## config.mk

```make
export PLATFORM = sky130hd
export DESIGN_NAME = ser_byte_scheduler
export DESIGN_NICKNAME = d
export VERILOG_FILES = /design/src/rtl/ser_byte_scheduler.sv
export SDC_FILE = /design/constraint.sdc
export NUM_CORES = 1
export LEC_CHECK = 0
export ABC_AREA = 1
export CAP_MARGIN = 40
export CORE_MARGIN = 2
export CORE_UTILIZATION = 68
export CTS_CLUSTER_DIAMETER = 120
export CTS_CLUSTER_SIZE = 14
export DETAILED_ROUTE_END_ITERATION = 8
export DONT_BUFFER_PORTS = 1
export PLACE_DENSITY = 0.84
export SYNTH_ARGS = -nofsm -noshare
export SYNTH_HDL_FRONTEND = slang
export SYNTH_SLANG_ARGS = --single-unit
```

## constraint.sdc

```tcl
create_clock -name clk -period 5.19 [get_ports clk]
set_clock_uncertainty 0.15 [all_clocks]
set_input_delay 0.519 -clock clk [delete_from_list [all_inputs] [get_ports clk]]
set_output_delay 0.519 -clock clk [all_outputs]
set_load 0.02 [all_outputs]
```

## src/rtl/ser_byte_scheduler.sv

```systemverilog
// Round-robin scheduler sharing one serial lane among NREQ byte requesters, LSB-first.
// Latency: accept in clock T puts bit 0 on ser_out in T+1, bit 7 in T+8; frame period 8+GAP.
// Backpressure: req_ready is a combinational one-hot strobe, high only at accept points.
module ser_byte_scheduler #(
  parameter int NREQ = 4,
  parameter int GAP  = 0,
  parameter int IDW  = 2
) (
  input  logic                clk,
  input  logic                reset,
  input  logic                en,
  input  logic [NREQ-1:0]     req_valid,
  input  logic [8*NREQ-1:0]   req_data,
  output logic [NREQ-1:0]     req_ready,
  output logic                ser_out,
  output logic                ser_frame,
  output logic                ser_sof,
  output logic [2:0]          bit_idx,
  output logic [7:0]          ser_byte,
  output logic [IDW-1:0]      grant_id,
  output logic                busy
);

  typedef enum logic [1:0] {S_IDLE, S_SHIFT, S_GAP} state_t;

  // Last gap clock index; the GAP=0 value is never used because the gap state is unreachable.
  localparam logic [3:0] GAP_LAST = (GAP > 0) ? 4'(GAP - 1) : 4'd0;
  localparam bit         HAS_GAP  = (GAP > 0);

  state_t          state;
  logic [IDW-1:0]  last_grant;
  logic [3:0]      gap_cnt;

  logic            accept_pt;
  logic            found;
  logic [IDW-1:0]  pick;
  logic [IDW-1:0]  cand;
  logic [7:0]      pick_data;
  logic            take;
  logic [2:0]      nxt_idx;

  // Accept points: IDLE, bit-7 clock of SHIFT when there is no gap, and the last gap clock.
  always_comb begin
    accept_pt = 1'b0;
    case (state)
      S_IDLE:  accept_pt = 1'b1;
      S_SHIFT: accept_pt = (bit_idx == 3'd7) && !HAS_GAP;
      S_GAP:   accept_pt = (gap_cnt == GAP_LAST);
      default: accept_pt = 1'b0;
    endcase
  end

  // Round-robin search upward from last_grant+1, wrapping modulo NREQ; first hit wins.
  always_comb begin
    found = 1'b0;
    pick  = '0;
    cand  = '0;
    for (int k = 1; k <= NREQ; k++) begin
      cand = IDW'((int'(last_grant) + k) % NREQ);
      if (!found && req_valid[cand]) begin
        found = 1'b1;
        pick  = cand;
      end
    end
  end

  assign pick_data = req_data[{pick, 3'b000} +: 8];
  assign take      = accept_pt && en && found && !reset;
  assign req_ready = take ? (NREQ'(1) << pick) : '0;
  assign nxt_idx   = bit_idx + 3'd1;

  // Frame FSM: capture on accept, shift LSB-first, optional gap, all outputs registered.
  always_ff @(posedge clk) begin
    if (reset) begin
      state      <= S_IDLE;
      last_grant <= IDW'(NREQ - 1);
      ser_byte   <= 8'h00;
      grant_id   <= '0;
      bit_idx    <= 3'd0;
      gap_cnt    <= 4'd0;
      ser_out    <= 1'b0;
      ser_frame  <= 1'b0;
      ser_sof    <= 1'b0;
      busy       <= 1'b0;
    end else if (take) begin
      state      <= S_SHIFT;
      ser_byte   <= pick_data;
      grant_id   <= pick;
      last_grant <= pick;
      bit_idx    <= 3'd0;
      ser_out    <= pick_data[0];
      ser_frame  <= 1'b1;
      ser_sof    <= 1'b1;
      busy       <= 1'b1;
    end else if (accept_pt) begin
      // Nothing to take (or en low): park in IDLE; ser_byte/grant_id/bit_idx hold.
      state      <= S_IDLE;
      ser_out    <= 1'b0;
      ser_frame  <= 1'b0;
      ser_sof    <= 1'b0;
      busy       <= 1'b0;
    end else if (state == S_SHIFT) begin
      ser_sof <= 1'b0;
      if (bit_idx != 3'd7) begin
        bit_idx <= nxt_idx;
        ser_out <= ser_byte[nxt_idx];
      end else begin
        // Only reachable with a non-zero gap; the no-gap bit-7 clock is an accept point.
        state     <= S_GAP;
        gap_cnt   <= 4'd0;
        ser_out   <= 1'b0;
        ser_frame <= 1'b0;
        busy      <= 1'b1;
      end
    end else if (state == S_GAP) begin
      gap_cnt <= gap_cnt + 4'd1;
    end
  end

endmodule

```

==> results.toml <==
[place]
place.gp.congestion = 0.842
numPortBuffers = 0
place_inst = 298
hpwl_um = 3010
post_dp_cell_area_mm2 = 0.00181

[global_routing]
grt_pass1_wl_um = 6380
grt-ovfl-total = 0
grt_max_degree = 25
antenna_found_initial = 0
first_global_vias = 1536
grt_usage = 0.251

[drt]
drt_iter0_drc = 54
totalWireLength_um = 3710
via_per_inst = 5.41
drc = 0
vias = 1635
ant_nets = 0
wl_per_cell_um = 12.3
drtPass1Iterations = 4

[sta]
finalHoldViolCount = 0
final.period_utilization = 0.679
rsz0062_at_grt = "false"
layout_min_cycle_time_ns = 3.53
max_freq_ghz = 0.284
slew_headroom = 0.664
hold_slack_ns = 0.109
slew_violations = 0
setup_tns_ns = 0
worst_slew_pin_slew_ns = 0.503
finalSetupViolations = 0

[clock_network]
cts_setup_buffers = 0
ctsHtreeMaxLevel = 1
clk_latency_ns = 0.33
cts_tree = "built"
cts_sinks = 24
cts_buffers = 3
ctsResizeCount = 0
ctsHoldBuffers = 0
clk_pin_slew_ns = 0.15
root_buffer = "clkbuf_4"
cts_buffer_depth = 2

[setup_path]
reg2reg_slack_ns = 2.58
reg2reg_from = "bit_idx[0]"
worst_setup_path_start_kind = "register"
required_ns = 4.52
reg2reg_depth = 12
crit_start = "bit_idx[0]"
path_class = "reg2out"
endpoint_kind = "output pin"
worstReg2RegEnd = "ser_out"
cp_max_fo = 9
worstPathArrival_ns = 2.86

[synthesis]
synth_top_family_by_area = "simple AND/OR/NAND/NOR gates"
synth.distinct_cells = 29
avgSynthCellArea_um2 = 6.69
ys_seq_elements = 24
synthCells = 273
seq_area_frac_synth = 0.263
synth_compound_area_frac = 0.115
synthSimpleGateAreaFrac = 0.428
yosysWarnings = 0
synth_area_mm2 = 0.00183
synth_fa_ha_area_frac = 0.0548
synth_xor_area_frac = 0.00480
synthMuxAreaShare = 0
synth_nets = 320

[pwr]
comb_power_share = 0.613
pwr-share-clk = 0.114
sequentialPowerShare = 0.273
p_int_uw = 540
power.density_mw_per_mm2 = 649
ir_drop_v = 0.000527
switching_share = 0.553
p_switching_uw = 667
leakage_nw = 0.931

[cells_and_area]
mostFrequentLayoutCells = "nand2_1, inv_1, dfxtp_1"
fill_cells = 222
nNetsFinal = 320
syn2layout_area_growth_pct = 1.85
finalInstanceArea_mm2 = 0.00186
post_layout_nonfiller_instances = 302
fin_util = 0.744
antennaDiodeCount = 0
drive_gt1_frac = 0.147
final_common_cell = "nand2_1"

[floorplan]
row_count = 18
start_util = 0.730
die_w_um = 55.8
die_height_um = 55.8
die-area_mm2 = 0.00311
ios = 60
coreArea_mm2 = 0.00250

[hold_path]
worstHoldStart = "reset"
hold_path_end = "gap_cnt[1]"
hp-class = "in2reg"
min_path_cells = 1

[status]
outcome = "finished, final reports clean"

[job]
drv_cap = 0
-- how the worst max path moves through the flow --
stage / to / slack (ns) / cells after the start
2_1_floorplan: req_ready[1] / 2.37 / 10
4_1_cts: req_ready[1] / 1.66 / 10
5_1_grt: req_ready[3] / 1.38 / 10
3_3_place_gp: req_ready[1] / 2.19 / 10
6_report: req_ready[1] / 1.66 / 10
3_5_place_dp: req_ready[1] / 2.07 / 10
-- through the flow --
stage	total power, mW	setup slack, ns
after global routing	1.32	1.38
final	1.21	1.66
after global placement	1.06	2.19
after floorplan	1.01	2.37
after detailed placement	1.07	2.07
after CTS	1.21	1.66
-- cell type report --
cell class	count	area, um2	area share
Inverter	48	188	0.101
Clock buffer	3	22.5	0.0121
Clock inverter	1	30.0	0.0162
Sequential cell	24	480	0.258
Tap cell	30	37.5	0.0202
Multi-Input combinational cell	196	1100	0.592
-- critical path, cell delays in order, from the launching register on --
cell and delay, ns:
dfxtp_1 0.62, ha_1 0.25, ha_1 0.22, nand2_1 0.12, nand3_1 0.10, nand2_1 0.17
nor2_1 0.30, nand3_4 0.16, inv_1 0.18, nand2_1 0.09, nor2_1 0.31
-- power groups by stage --
stage	logic (mW)	clock network [mW]	registers, mW
after CTS	0.743	0.139	0.331
after floorplan	0.702	0	0.311
final	0.740	0.138	0.330
after global placement	0.729	0	0.335
after detailed placement	0.739	0	0.336
after global routing	0.838	0.146	0.338
-- synthesized netlist by cell type --
library cell / count / area share
nor2_1: 17 / 0.035
nand2_1: 72 / 0.15
inv_1: 43 / 0.088
xor2_1: 1 / 0.0048
a21oi_1: 11 / 0.030
nand2_4: 4 / 0.025
inv_8: 1 / 0.0062
o21bai_1: 1 / 0.0041
ha_1: 8 / 0.055
nand3_2: 2 / 0.011
o21ai_1: 4 / 0.011
nand2_2: 14 / 0.048
a22oi_1: 1 / 0.0041
nand4_1: 10 / 0.034
o21ai_0: 11 / 0.030
inv_2: 4 / 0.0082
a21boi_2: 1 / 0.0062
buf_6: 5 / 0.031
nor3_1: 1 / 0.0027
a211oi_1: 1 / 0.0041
nor3b_1: 1 / 0.0041
nand3_4: 4 / 0.038
dfxtp_1: 24 / 0.26
o22ai_1: 1 / 0.0034
o211ai_2: 2 / 0.014
nand3_1: 23 / 0.063
nor2_2: 2 / 0.0069
o211ai_1: 2 / 0.0082
nor2_4: 2 / 0.012
-- logic make-up (layout without fill, tap and decap cells) --
logic type | Yosys count | in the layout
AOI/OAI and AO/OA | 35 | 35
xor gates and xnor gates | 1 | 1
adders and majority gates | 8 | 8
buffers and inverters | 53 | 52
DFF | 24 | 24
and+or+nand+nor | 152 | 152
-- per-layer routing --
metal / track usage / wire, um / up-vias
met5: 0 / 0 / -
met4: 0.0646 / 77 / 0
met3: 0.0977 / 327 / 9
met2: 0.418 / 1700 / 53
met1: 0.305 / 1610 / 704
li1: - / - / 869
-- registers in the layout (all words and copies together) (netlist names) --
register / count
state: 2
gap_cnt: 4
bit_idx: 3
grant_id: 2
ser_out: 1
busy: 1
ser_sof: 1
last_grant: 2
ser_byte: 8
Power figures use the tool's default switching activity.
